`config.mk`:
```
export PLATFORM = sky130hd
export DESIGN_NAME = action_controller
export DESIGN_NICKNAME = d
export VERILOG_FILES = /design/src/rtl/action_controller.sv
export SDC_FILE = /design/constraint.sdc
export NUM_CORES = 1
export LEC_CHECK = 0
export CELL_PAD_IN_SITES_DETAIL_PLACEMENT = 1
export CELL_PAD_IN_SITES_GLOBAL_PLACEMENT = 1
export CORE_MARGIN = 10
export CORE_UTILIZATION = 36
export CTS_CLUSTER_DIAMETER = 50
export CTS_CLUSTER_SIZE = 25
export DETAILED_ROUTE_END_ITERATION = 7
export PLACE_DENSITY_LB_ADDON = 0.2
export SETUP_SLACK_MARGIN = 0.3
export SYNTH_ARGS = -nofsm -noshare
export SYNTH_HDL_FRONTEND = slang
export SYNTH_SLANG_ARGS = --single-unit
```
`constraint.sdc`:
```
create_clock -name clk_i -period 1.5 [get_ports clk_i]
set_input_delay 0.3 -clock clk_i [delete_from_list [all_inputs] [get_ports clk_i]]
set_output_delay 0.3 -clock clk_i [all_outputs]
set_load 0.01 [all_outputs]
```
`src/rtl/action_controller.sv`:
```
// action_controller: per-player button vectors -> registered STAND/JUMP/DIVE/RUN codes.
// Each player channel is independent. A jump starts on a rising jump edge, stays airborne
// for JUMP_CYCLES cycles, allows at most one dive, and is followed by a landing cooldown.
// Optional build macro ACTION_STATS_EN adds jump_count_o, a saturating 8-bit count of
// accepted jumps per player.
//
// state    | meaning
// ---------+---------------------------------------------------
// ST_STAND | grounded, run not held (action 00)
// ST_JUMP  | airborne, counting down air time (action 01)
// ST_DIVE  | airborne, single dive cycle within a jump (action 10)
// ST_RUN   | grounded, run held (action 11)

module action_controller #(
    parameter int NUM_PLAYERS     = 2,
    parameter int JUMP_CYCLES     = 4,
    parameter int COOLDOWN_CYCLES = 2
) (
    input  logic                       clk_i,
    input  logic                       rst_i,
    input  logic [3*NUM_PLAYERS-1:0]   buttons_i,
    output logic [2*NUM_PLAYERS-1:0]   action_o,
    output logic [NUM_PLAYERS-1:0]     airborne_o
`ifdef ACTION_STATS_EN
    ,
    output logic [8*NUM_PLAYERS-1:0]   jump_count_o
`endif
);

    localparam int AIR_W  = $clog2(JUMP_CYCLES + 1);
    localparam int COOL_W = ($clog2(COOLDOWN_CYCLES + 1) > 0) ? $clog2(COOLDOWN_CYCLES + 1) : 1;

    typedef enum logic [1:0] {
        ST_STAND = 2'b00,
        ST_JUMP  = 2'b01,
        ST_DIVE  = 2'b10,
        ST_RUN   = 2'b11
    } state_t;

    state_t                 state_q    [NUM_PLAYERS];
    state_t                 state_d    [NUM_PLAYERS];
    logic [AIR_W-1:0]       air_cnt_q  [NUM_PLAYERS];
    logic [AIR_W-1:0]       air_cnt_d  [NUM_PLAYERS];
    logic [COOL_W-1:0]      cool_cnt_q [NUM_PLAYERS];
    logic [COOL_W-1:0]      cool_cnt_d [NUM_PLAYERS];
    logic [NUM_PLAYERS-1:0] jmp_q;
    logic [NUM_PLAYERS-1:0] jmp_d;
    logic [NUM_PLAYERS-1:0] dive_used_q;
    logic [NUM_PLAYERS-1:0] dive_used_d;
    logic [NUM_PLAYERS-1:0] jump_acc;

    // Per-channel state register; reset drops any jump in flight with no cooldown.
    always_ff @(posedge clk_i or posedge rst_i) begin
        if (rst_i) begin
            jmp_q       <= '0;
            dive_used_q <= '0;
            for (int p = 0; p < NUM_PLAYERS; p++) begin
                state_q[p]    <= ST_STAND;
                air_cnt_q[p]  <= '0;
                cool_cnt_q[p] <= '0;
            end
        end else begin
            jmp_q       <= jmp_d;
            dive_used_q <= dive_used_d;
            for (int p = 0; p < NUM_PLAYERS; p++) begin
                state_q[p]    <= state_d[p];
                air_cnt_q[p]  <= air_cnt_d[p];
                cool_cnt_q[p] <= cool_cnt_d[p];
            end
        end
    end

    // Next-state logic: grounded channels look for an accepted jump edge, airborne
    // channels count down air time and land once the counter has reached zero.
    always_comb begin
        jmp_d       = '0;
        dive_used_d = dive_used_q;
        jump_acc    = '0;
        for (int p = 0; p < NUM_PLAYERS; p++) begin
            state_d[p]    = state_q[p];
            air_cnt_d[p]  = air_cnt_q[p];
            cool_cnt_d[p] = cool_cnt_q[p];
            jmp_d[p]      = buttons_i[3*p+2];
            case (state_q[p])
                ST_STAND, ST_RUN: begin
                    // Cooldown keeps draining even on a cycle where a jump is refused.
                    if (cool_cnt_q[p] != '0) begin
                        cool_cnt_d[p] = cool_cnt_q[p] - COOL_W'(1);
                    end
                    if (buttons_i[3*p+2] && !jmp_q[p] && (cool_cnt_q[p] == '0)) begin
                        state_d[p]     = ST_JUMP;
                        air_cnt_d[p]   = AIR_W'(JUMP_CYCLES - 1);
                        dive_used_d[p] = 1'b0;
                        jump_acc[p]    = 1'b1;
                    end else if (buttons_i[3*p+1]) begin
                        state_d[p] = ST_RUN;
                    end else begin
                        state_d[p] = ST_STAND;
                    end
                end
                default: begin
                    // Landing wins over a dive request on the last airborne cycle.
                    if (air_cnt_q[p] == '0) begin
                        state_d[p]    = buttons_i[3*p+1] ? ST_RUN : ST_STAND;
                        cool_cnt_d[p] = COOL_W'(COOLDOWN_CYCLES);
                    end else begin
                        air_cnt_d[p] = air_cnt_q[p] - AIR_W'(1);
                        if ((state_q[p] == ST_JUMP) && buttons_i[3*p+2] && buttons_i[3*p]
                            && !dive_used_q[p]) begin
                            state_d[p]     = ST_DIVE;
                            dive_used_d[p] = 1'b1;
                        end else begin
                            state_d[p] = ST_JUMP;
                        end
                    end
                end
            endcase
        end
    end

    for (genvar g = 0; g < NUM_PLAYERS; g++) begin : g_out
        assign action_o[2*g +: 2] = state_q[g];
        assign airborne_o[g]      = (state_q[g] == ST_JUMP) || (state_q[g] == ST_DIVE);
    end

`ifdef ACTION_STATS_EN
    logic [7:0] jcnt_q [NUM_PLAYERS];

    // Saturating count of accepted jumps; dives and refused presses never reach jump_acc.
    always_ff @(posedge clk_i or posedge rst_i) begin
        if (rst_i) begin
            for (int p = 0; p < NUM_PLAYERS; p++) begin
                jcnt_q[p] <= '0;
            end
        end else begin
            for (int p = 0; p < NUM_PLAYERS; p++) begin
                if (jump_acc[p] && (jcnt_q[p] != 8'hFF)) begin
                    jcnt_q[p] <= jcnt_q[p] + 8'd1;
                end
            end
        end
    end

    for (genvar g = 0; g < NUM_PLAYERS; g++) begin : g_stats
        assign jump_count_o[8*g +: 8] = jcnt_q[g];
    end
`endif

endmodule
```
==> summary.md <==
| Metric | Value |
|---|---|
| Status | complete, no violations |
| Final Skew | 4.815 ps |
| Die H | 70.48 um |
| Hold WC Path Type | primary input to asynchronous set/reset pin |
| Gpl congestion | 0.6686 |
| Worst EP required | 1200 ps |
| Post-Synth Adder-Cell Area | 10.91% |
| DRT iter0 DRCs | 29 |
| Largest net degree at the start of global routing | 19 |
| Core ar. | 2455 um2 |
| Vias per cell | 4.993 |
| Leak | 0.6151 nW |
| Initial antenna violation count | 0 |
| Cells after synthesis | 88 |
| Fin. max-slew vios | 0 |
| Xor/xnor cell area share of the yosys netlist | 0% |
| Complex-gate fraction of the synthesized area | 16.78% |
| Number of synthesized register bits | 18 |
| DP HPWL | 1573 um |
| Least-Margin Pin Slew | 301.5 ps |
| Maximum VDD drop | 0.001280 V |
| DR vias | 729 |
| Prevailing post-synth register cell | dfrtp_1 |
| # port buffers | 13 |
| Count of unique library cells instantiated by Yosys | 29 |
| Placement Rows | 18 |
| Number of buffers created by CTS | 3 |
| Sink Count | 18 |
| Total of max-cap violations | 0 |
| Fill cells | 282 |
| Seq/Total Area, Yosys | 49.11% |
| Inserted Diodes | 0 |
| Non-filler cells, final | 146 |
| Share of cells above drive strength 1 | 35.34% |
| Root buf cell | clkbuf_4 |
| Clock latency on the worst-skew pair | ~290 ps |
| Final setup fails | 0 |
| Synthesis-to-finish area growth | 42.16% |
| First-pass DRT Iterations | 2 |
| Main combinational cell family by area after synthesis | compound AO/OA/AOI/OAI gates |
| Initial Util | 37.36% |
| Worst setup EP type | output port |
| Ports | 14 |
| Post-route DRC | 0 |
| FMAX | 690.0 MHz |
| Post-Syn Area | 917.1 um2 |
| Worst-path fanout max | 2 |
| RSZ-0062 raised after global routing | yes |
| TritonCTS clock tree | yes |
| Fin. Hold Viols | 0 |
| Net Count, Synth | 104 |
| Startpoint type of the worst setup path | flop |
| Critical path arrival | 1150 ps |
| Chip width | around 70 um |
| Clk slew on worst S/H paths | around 110 ps |
| Min Tclk post-route | 1449 ps |
| Global-route wire length before repair | 3726 um |
| Total GRT Usage | 9.114% |
| Design area | 1304 um2 |
| EDFF count, synth | 0 |
| DRT antenna net count | 0 |
| Post-synth ARST share | 100.0% |
| Final net count | 133 |
| Vias in the first global route | approximately 800 |
| Simple-Gate Fraction of Synth Area | 12.41% |
| Synth Warn # | 0 |
| Placed Cells | 135 |
| Placement Cell Area | 1139 um2 |
| Total overflow reported by the global router | 0 |
| Pwr dens | about 2400 nW/um2 |
| Routed length per placed instance | 14.92 um |
| Mean post-synth cell area | 10.42 um2 |
| Die Area | 4967 um2 |
| Tcrit/Tclk final | 96.61% |
| WL final | 2178 um |
| H-tree lvl count | 1 |
| Slew HR | between 70% and 80% |
| Clock Path Buffers | 2 |
| Hold-fix buffers, CTS | 0 |
| Crit path kind | flop to output port |
| Mux cell area share after synthesis | 1.091% |
## final cells by class
type                    instances  area [um2]  area share (%)
clock buffers                   4       36.28           2.783
repair buffers                 27       236.5           18.14
well taps                      30       37.54           2.879
flip-flops and latches         18       450.4           34.55
multi-input cells              49       475.5           36.47
inverters                      18       67.56           5.182
## cells in the mapped netlist (2+ instances only)
library cell	number	area, um2
nand4b_1	4	35.03
o211ai_1	4	30.03
nor3_1	2	10.01
a31oi_1	3	18.77
buf_2	2	10.01
inv_1	18	67.56
o21a_1	2	15.01
ha_1	8	100.1
a21o_1	2	15.01
dfrtp_1	18	450.4
o31ai_1	2	15.01
nand2_1	2	7.510
nand3_1	2	10.01
o21ai_0	4	20.02
## worst max-delay path, stage by stage, from the launching register on
cell     delay [ps]
dfrtp_1         420
ha_4            290
inv_2            40
buf_6           110
## cell families (layout without fill, tap and decap cells)
family	after synthesis	after routing
DFF	18	18
AOI/OAI and AO/OA	22	22
and+or+nand+nor	18	18
buffers and inverters	21	49
adders and majority gates	8	8
muxes	1	1
## what timing repair did
item | 4_1_cts | 5_1_grt
pin swaps | 10 | 7
setup buffers | 6 | 1
gates resized for setup | 36 | 10
setup endpoints to repair | 22 | 20
## worst paths after layout
path | start | endpoint | slack (ps) | depth (start not counted)
worst min-delay path | rst_i | air_cnt_q[4] | 320 | 3
max in group asynchronous | rst_i | dive_used_q[0] | 980 | 3
worst max register to register | action_o[2] | air_cnt_q[1] | 70 | 5
worst min register to register | cool_cnt_q[0] | cool_cnt_q[0] | 480 | 1
worst max-delay path | action_o[2] | airborne_o[1] | 50 | 3
min in group clk_i | cool_cnt_q[0] | cool_cnt_q[0] | 480 | 1
## sequential cells by signal, indices dropped and copies added, names as in the netlist
register     cells
dive_used_q      2
air_cnt_q        6
jmp_q            2
action_o         4
cool_cnt_q       4
## where the power goes
group,internal (mW),leakage [nW],switching [mW]
registers,0.712,0.210,0.144
logic,1.11,0.384,0.923
clock network,0.148,0.0210,0.152
total,1.97,0.615,1.22
## routing by layer
metal	share of wire (%)	wire, um	global-route usage [%]
met4	1.1	24	3.289
met1	41	894	10.06
met2	54	1167	16.17
met3	4.2	91	2.401
met5	0	0	0
## cell usage in the layout (no fill, tap or decap), types with 3 or more instances in the layout
master	Yosys	final
buf_2	2	3
buf_4	0	10
buf_6	1	6
clkbuf_4	0	3
clkdlybuf4s50_1	0	7
dfrtp_1	18	18
ha_1	8	6
inv_1	18	13
inv_2	0	5
nand4b_1	4	4
o211ai_1	4	4
## metrics by stage
| stage | utilization (%) | setup TNS, ps | hold WS (ps) | power (mW) | worst slack [ps] |
|---|---|---|---|---|---|
| after floorplan | - | 0 | 238.6 | 1.935 | 56.18 |
| after global placement | 46.38 | -79.60 | 439.5 | 2.353 | -53.90 |
| after detailed placement | 46.38 | -238.5 | 455.1 | 2.438 | -99.07 |
| after CTS | 51.02 | 0 | 317.9 | 3.054 | 11.16 |
| after global routing | 53.11 | -76.95 | 317.6 | 3.511 | -35.84 |
| final | 53.11 | 0 | 322.4 | 3.185 | 50.80 |
Note: power is estimated with default switching activity, not from simulation.
